**config.mk**
```make
export PLATFORM = sky130hd
export DESIGN_NAME = clock_monitor
export DESIGN_NICKNAME = d
export VERILOG_FILES = /design/src/rtl/clock_monitor_pkg.sv /design/src/rtl/bit_synchronizer.sv /design/src/rtl/clock_monitor.sv
export SDC_FILE = /design/constraint.sdc
export NUM_CORES = 1
export LEC_CHECK = 0
export CAP_MARGIN = 20
export CELL_PAD_IN_SITES_DETAIL_PLACEMENT = 1
export CELL_PAD_IN_SITES_GLOBAL_PLACEMENT = 1
export CORE_MARGIN = 2
export CORE_UTILIZATION = 39
export DETAILED_ROUTE_END_ITERATION = 10
export PLACE_DENSITY_LB_ADDON = 0.1
export RECOVER_POWER = 100
export SYNTH_ARGS = -nofsm -noshare
export SYNTH_HDL_FRONTEND = slang
export SYNTH_SLANG_ARGS = --single-unit
export TNS_END_PERCENT = 1
```
**constraint.sdc**
```tcl
create_clock -name clk -period 4.18 [get_ports clk]
set_input_delay 0.418 -clock clk [delete_from_list [all_inputs] [get_ports clk]]
set_output_delay 0.418 -clock clk [all_outputs]
set_load 0.005 [all_outputs]
```
**src/rtl/clock_monitor_pkg.sv**
```systemverilog
// Shared types for the clock monitor: FSM state encoding and the period classification.
package clock_monitor_pkg;

    typedef enum logic [1:0] {
        IDLE,
        SEEK,
        TRACK,
        LOCKED
    } clock_monitor_state_e;

    typedef enum logic [1:0] {
        PERIOD_GOOD,
        PERIOD_SHORT,
        PERIOD_LONG
    } period_class_e;

endpackage

```
**src/rtl/bit_synchronizer.sv**
```systemverilog
// Multi-flop synchronizer for a single asynchronous bit into the clk domain.
module bit_synchronizer #(
    parameter int STAGES = 2
) (
    input  logic clk,
    input  logic rst_n,
    input  logic d_i,
    output logic q_o
);

    logic [STAGES-1:0] sync_q;

    // NOTE: clocked state uses non-blocking assignments so every flop samples pre-edge values.
    always_ff @(posedge clk or negedge rst_n) begin
        if (!rst_n) begin
            sync_q <= '0;
        end else begin
            sync_q <= {sync_q[STAGES-2:0], d_i};
        end
    end

    assign q_o = sync_q[STAGES-1];

endmodule

```
**src/rtl/clock_monitor.sv**
```systemverilog
// Measures the period of an asynchronous clock in clk cycles and checks it against an
// expected period with inclusive tolerance; reports lock and sticky short/long/timeout errors.
module clock_monitor
    import clock_monitor_pkg::*;
#(
    parameter int CNT_W       = 16,
    parameter int SYNC_STAGES = 2,
    parameter int LOCK_COUNT  = 4
) (
    input  logic             clk,
    input  logic             rst_n,
    input  logic             mon_clk_i,
    input  logic             enable_i,
    input  logic [CNT_W-1:0] expected_period_i,
    input  logic [CNT_W-1:0] tolerance_i,
    input  logic             clear_i,
    output logic [CNT_W-1:0] period_o,
    output logic             period_valid_o,
    output logic             locked_o,
    output logic             err_short_o,
    output logic             err_long_o,
    output logic             err_timeout_o
);

    localparam int GOOD_W = $clog2(LOCK_COUNT + 1);

    clock_monitor_state_e state_q, state_d;
    logic [CNT_W-1:0]     cnt_q, cnt_d;
    logic [GOOD_W-1:0]    good_cnt_q, good_cnt_d;
    logic [CNT_W-1:0]     period_q, period_d;
    logic                 period_valid_q, period_valid_d;
    logic                 err_short_q, err_short_d;
    logic                 err_long_q, err_long_d;
    logic                 err_timeout_q, err_timeout_d;

    logic mon_sync;
    logic mon_prev_q;
    logic mon_edge;

    bit_synchronizer #(
        .STAGES(SYNC_STAGES)
    ) u_mon_sync (
        .clk  (clk),
        .rst_n(rst_n),
        .d_i  (mon_clk_i),
        .q_o  (mon_sync)
    );

    assign mon_edge = mon_sync & ~mon_prev_q;

    // Timeout limit 2*expected+tolerance needs two extra bits to never wrap.
    logic [CNT_W+1:0] timeout_limit;
    logic             cnt_sat;
    logic             timeout_hit;

    assign timeout_limit = {1'b0, expected_period_i, 1'b0} + {2'b00, tolerance_i};
    assign cnt_sat       = &cnt_q;
    assign timeout_hit   = ({2'b00, cnt_q} == timeout_limit) && !cnt_sat;

    // Signed distance from the expected period; one spare bit keeps -tolerance representable.
    logic signed [CNT_W+1:0] diff;
    logic signed [CNT_W+1:0] tol_s;
    period_class_e           period_class;

    assign diff  = $signed({2'b00, cnt_q}) - $signed({2'b00, expected_period_i});
    assign tol_s = $signed({2'b00, tolerance_i});

    always_comb begin
        if (diff < -tol_s) begin
            period_class = PERIOD_SHORT;
        end else if (diff > tol_s) begin
            period_class = PERIOD_LONG;
        end else begin
            period_class = PERIOD_GOOD;
        end
    end

    logic set_short, set_long, set_timeout;

    // NOTE: every output of this block gets a default first, so no path can infer a latch.
    always_comb begin
        state_d        = state_q;
        cnt_d          = cnt_q;
        good_cnt_d     = good_cnt_q;
        period_d       = period_q;
        period_valid_d = 1'b0;
        set_short      = 1'b0;
        set_long       = 1'b0;
        set_timeout    = 1'b0;

        if (!enable_i) begin
            state_d    = IDLE;
            cnt_d      = '0;
            good_cnt_d = '0;
        end else begin
            case (state_q)
                IDLE: begin
                    cnt_d      = '0;
                    good_cnt_d = '0;
                    state_d    = SEEK;
                end
                SEEK: begin
                    if (mon_edge) begin
                        cnt_d   = CNT_W'(1);
                        state_d = TRACK;
                    end
                end
                TRACK, LOCKED: begin
                    cnt_d = cnt_sat ? cnt_q : cnt_q + CNT_W'(1);
                    if (mon_edge) begin
                        period_d       = cnt_q;
                        period_valid_d = 1'b1;
                        cnt_d          = CNT_W'(1);
                        if (period_class != PERIOD_GOOD) begin
                            set_short  = (period_class == PERIOD_SHORT);
                            set_long   = (period_class == PERIOD_LONG);
                            good_cnt_d = '0;
                            state_d    = TRACK;
                        end else if (state_q == TRACK) begin
                            good_cnt_d = good_cnt_q + GOOD_W'(1);
                            if (good_cnt_d == GOOD_W'(LOCK_COUNT)) begin
                                state_d = LOCKED;
                            end
                        end
                    end else if (timeout_hit) begin
                        set_timeout = 1'b1;
                        cnt_d       = '0;
                        good_cnt_d  = '0;
                        state_d     = SEEK;
                    end
                end
                default: state_d = IDLE;
            endcase
        end

        // A flag raised in the same cycle as clear_i stays raised.
        err_short_d   = (err_short_q & ~clear_i) | set_short;
        err_long_d    = (err_long_q & ~clear_i) | set_long;
        err_timeout_d = (err_timeout_q & ~clear_i) | set_timeout;
    end

    always_ff @(posedge clk or negedge rst_n) begin
        if (!rst_n) begin
            state_q        <= IDLE;
            mon_prev_q     <= 1'b0;
            cnt_q          <= '0;
            good_cnt_q     <= '0;
            period_q       <= '0;
            period_valid_q <= 1'b0;
            err_short_q    <= 1'b0;
            err_long_q     <= 1'b0;
            err_timeout_q  <= 1'b0;
        end else begin
            state_q        <= state_d;
            mon_prev_q     <= mon_sync;
            cnt_q          <= cnt_d;
            good_cnt_q     <= good_cnt_d;
            period_q       <= period_d;
            period_valid_q <= period_valid_d;
            err_short_q    <= err_short_d;
            err_long_q     <= err_long_d;
            err_timeout_q  <= err_timeout_d;
        end
    end

    assign period_o       = period_q;
    assign period_valid_o = period_valid_q;
    assign locked_o       = (state_q == LOCKED);
    assign err_short_o    = err_short_q;
    assign err_long_o     = err_long_q;
    assign err_timeout_o  = err_timeout_q;

endmodule

```
==> results.py <==
metrics = {
    "floorplan": {
        "die_area_um2": 12800,
        "start_util": 0.404,
        "coreArea_um2": 11500,
        "fp.dieH_um": 113,
        "io_pins": 58,
        "row_count": 39,
        "die_w_um": 113,
    },
    "critical_path": {
        "worst-r2r-cell-count": 22,
        "cp.required_ps": 4340,
        "cp_data_arrival_time_ps": 4290,
        "endpoint_kind": "register",
        "r2r-start": "cnt_q[1]",
        "crit_path_cell_trace": "clkdlybuf4s50_1, ha_1, fa_1, xnor2_1, nand4_1, a21oi_1, buf_4, nand4_1, or4_1, or4_4, nor4_4, clkbuf_1, buf_12, nor3_1, o21ai_0, o21ai_1",
        "critPathMaxStageDelay_ps": 520,
        "crit_path_start_kind": "input pin",
        "reg2reg_to": "state_q[0]",
        "critPathSlowestCell": "clkdlybuf4s50_1",
        "rrSetupSlack_ps": 90,
        "critPathKind": "input pin to register",
        "cp_max_fo": 8,
        "crit_top_cell": "nand4_1",
    },
    "layout": {
        "finish.instance_area_um2": 6580,
        "multi_input_area_um2": 3550,
        "layout-drive-gt1-share": 0.234,
        "regArea_um2": 1100,
        "n_antenna_cell": 0,
        "synthToLayoutAreaGrowth_pct": 41.3,
        "final_nets": 836,
        "final_cells": 879,
        "fillers": 1391,
    },
    "timing": {
        "clock_skew_ps": 3.01,
        "tightestPinTransition_ps": 1780,
        "setup_viol": 0,
        "fin_crit_ps": 4130,
        "slew_viol_final": 35,
        "tns_ps": 0,
        "period_share": 0.989,
        "fmax_ghz": 0.242,
        "rsz0062_at_grt": "true",
        "hold_slack_ps": 117,
        "hold_viol_final": 0,
        "timing.max_slew.rel_slack": -0.188,
    },
    "clock_network": {
        "clkSlewWorstSetupHoldPaths_ps": 60,
        "htreeDepth": 2,
        "ctsHoldBuffers": 0,
        "cts_tree": "done",
        "clock_latency_ps": 280,
        "cts_buffers": 5,
        "root_buffer": "clkbuf_16",
        "cts.path.max_buffers": 2,
        "cts_sinks": 44,
    },
    "logic_synthesis": {
        "yosysMostFrequentCell": "nand2_1",
        "avgSynthCellArea_um2": 8.09,
        "yosys.area.top_type_share": 0.236,
        "synth-edff-count": 0,
        "syn-num-nets": 677,
        "synth_top_area_cell": "dfrtp_1",
        "async_flop_share": 1.00,
        "yosys_warnings": 0,
        "seq_area_frac_synth": 0.236,
        "synth_ff_type": "dfrtp_1",
        "synthTopCellsByCount": "nand2_1, ha_1, inv_1",
        "synth_cell_type_count": 61,
        "syn-cell-area_um2": 4660,
        "synth_area_leaders": "dfrtp_1, ha_1, xnor2_1, nand2_1, a21oi_1",
        "syn_inst": 576,
        "synth.ff_latch_count": 44,
    },
    "pwr": {
        "power_density_nw_per_um2": 203,
        "ir_drop_mv": 0.300,
        "power.total_mw": 1.34,
        "leakage_nw": 3.11,
    },
    "run_status": {
        "status": "finished, violations left",
        "violations": "capacitance limit, slew limit",
    },
    "place": {
        "dpl_cell_area_um2": 6120,
        "portBuffers": 57,
        "place_congestion": 0.846,
        "hpwlAfterDp_mm": 12.6,
        "dp_cells": 863,
    },
    "run": {
        "drv_cap": 1,
    },
    "drt": {
        "ant_nets": 0,
        "vias_per_cell": 5.48,
        "vias": 4819,
        "drt_iter0_drc": 176,
        "wirelength_mm": 15.4,
        "route.detailed.drc": 0,
        "first_pass_iters": 4,
        "wl_per_cell_um": 17.6,
    },
    "grt": {
        "grt_pass1_wl_mm": 24.8,
        "gr-usage-all-layers": 0.241,
        "grt_max_degree": 45,
        "grt_overflow": 0,
        "antenna_found_initial": 0,
        "first_global_vias": 5146,
    },
    "worst_hold_path": {
        "hold_path.class": "input pin to asynchronous set/reset pin",
    },
}
-- metrics by stage --
| stage | setup slack [ps] | utilization |
|---|---|---|
| 6_report | 47.4 | 0.571 |
| 5_1_grt | -180 | 0.571 |
| 4_1_cts | 3.33 | 0.560 |
| 3_5_place_dp | -776 | 0.532 |
| 3_3_place_gp | -588 | 0.532 |
| 2_1_floorplan | 137 | - |
-- final cells by class --
type	count	share of cell area
multi-input cells	466	0.539
repair buffers	168	0.216
flip-flops and latches	44	0.167
inverters	50	0.0285
well taps	143	0.0272
clock buffers	8	0.0222
-- registers in the layout, summed over array words and instances (netlist names) --
register and cells:
cnt_q 16, period_o 16, good_cnt_q 3, state_q 2, u_mon_sync.sync_q 2, err_long_o 1, err_short_o 1, err_timeout_o 1
mon_prev_q 1, period_valid_o 1
-- where the power goes --
group          switching [mW]  total [mW]  internal [mW]
logic                   0.265       0.504          0.239
registers              0.0110       0.446          0.435
clock network           0.149       0.387          0.238
total                   0.424        1.34          0.913
-- worst max path at each step --
stage,end,depth (start not counted),startpoint,slack (ps)
2_1_floorplan,good_cnt_q[0],23,expected_period_i[2],140
3_3_place_gp,state_q[0],22,expected_period_i[2],-590
3_5_place_dp,state_q[0],25,expected_period_i[2],-780
4_1_cts,good_cnt_q[0],22,cnt_q[0],3
5_1_grt,state_q[0],21,cnt_q[0],-180
6_report,cnt_q[11],16,tolerance_i[1],50
-- cell usage in the layout, fill, tap and decap left out, types with 4 or more instances in the layout --
master / Yosys / final
a211oi_1: 9 / 5
a211oi_2: 1 / 5
a21o_1: 10 / 10
a21oi_1: 38 / 34
a21oi_2: 0 / 4
a31oi_1: 8 / 6
and3_1: 7 / 7
buf_4: 1 / 105
clkbuf_1: 13 / 5
clkbuf_16: 0 / 5
clkdlybuf4s50_1: 0 / 25
dfrtp_1: 44 / 43
dlygate4sd2_1: 0 / 7
dlygate4sd3_1: 0 / 22
ha_1: 62 / 56
ha_4: 0 / 5
inv_1: 50 / 46
inv_2: 0 / 4
nand2_1: 68 / 68
nand2b_1: 6 / 6
nand3_1: 19 / 17
nand4_1: 11 / 11
nor2_1: 22 / 20
nor2b_1: 6 / 5
nor3_1: 16 / 15
nor4_1: 8 / 6
o211ai_1: 6 / 6
o21a_1: 4 / 4
o21ai_0: 22 / 15
o21ai_1: 22 / 24
o21ai_2: 0 / 5
o21bai_1: 5 / 5
o31ai_1: 5 / 5
or3_1: 8 / 8
xnor2_1: 44 / 43
xor2_1: 10 / 10
-- layer usage --
metal / vias up / wire length (um) / global-route usage
met5: - / 0 / 0
met4: 0 / 310 / 0.0610
met3: 21 / 393 / 0.0311
met2: 74 / 7770 / 0.446
met1: 2339 / 6960 / 0.295
li1: 2385 / - / -
-- logic make-up (layout without fill, tap and decap cells) --
logic type                 Yosys count  count (layout)  synth area share
xor gates and xnor gates            55              55             0.105
AOI/OAI and AO/OA                  149             149             0.200
muxes                                4               4           0.00967
adders and majority gates           67              67             0.182
and+or+nand+nor                    191             191             0.209
DFF                                 44              44             0.236
buffers and inverters               66             226            0.0572
-- repair_timing --
| action | CTS | global route |
|---|---|---|
| setup endpoints to repair | 6 | 6 |
| pin swaps | 30 | 23 |
| setup buffers | 6 | 1 |
| resized for setup | 45 | 26 |
-- critical path, delay by kind of cell --
family	cells	cell delay [ps]
and+or+nand+nor	6	1450
buffers and inverters	4	1100
adders and majority gates	2	640
AOI/OAI and AO/OA	3	490
xor gates and xnor gates	1	170
(Power assumes the default switching activity.)
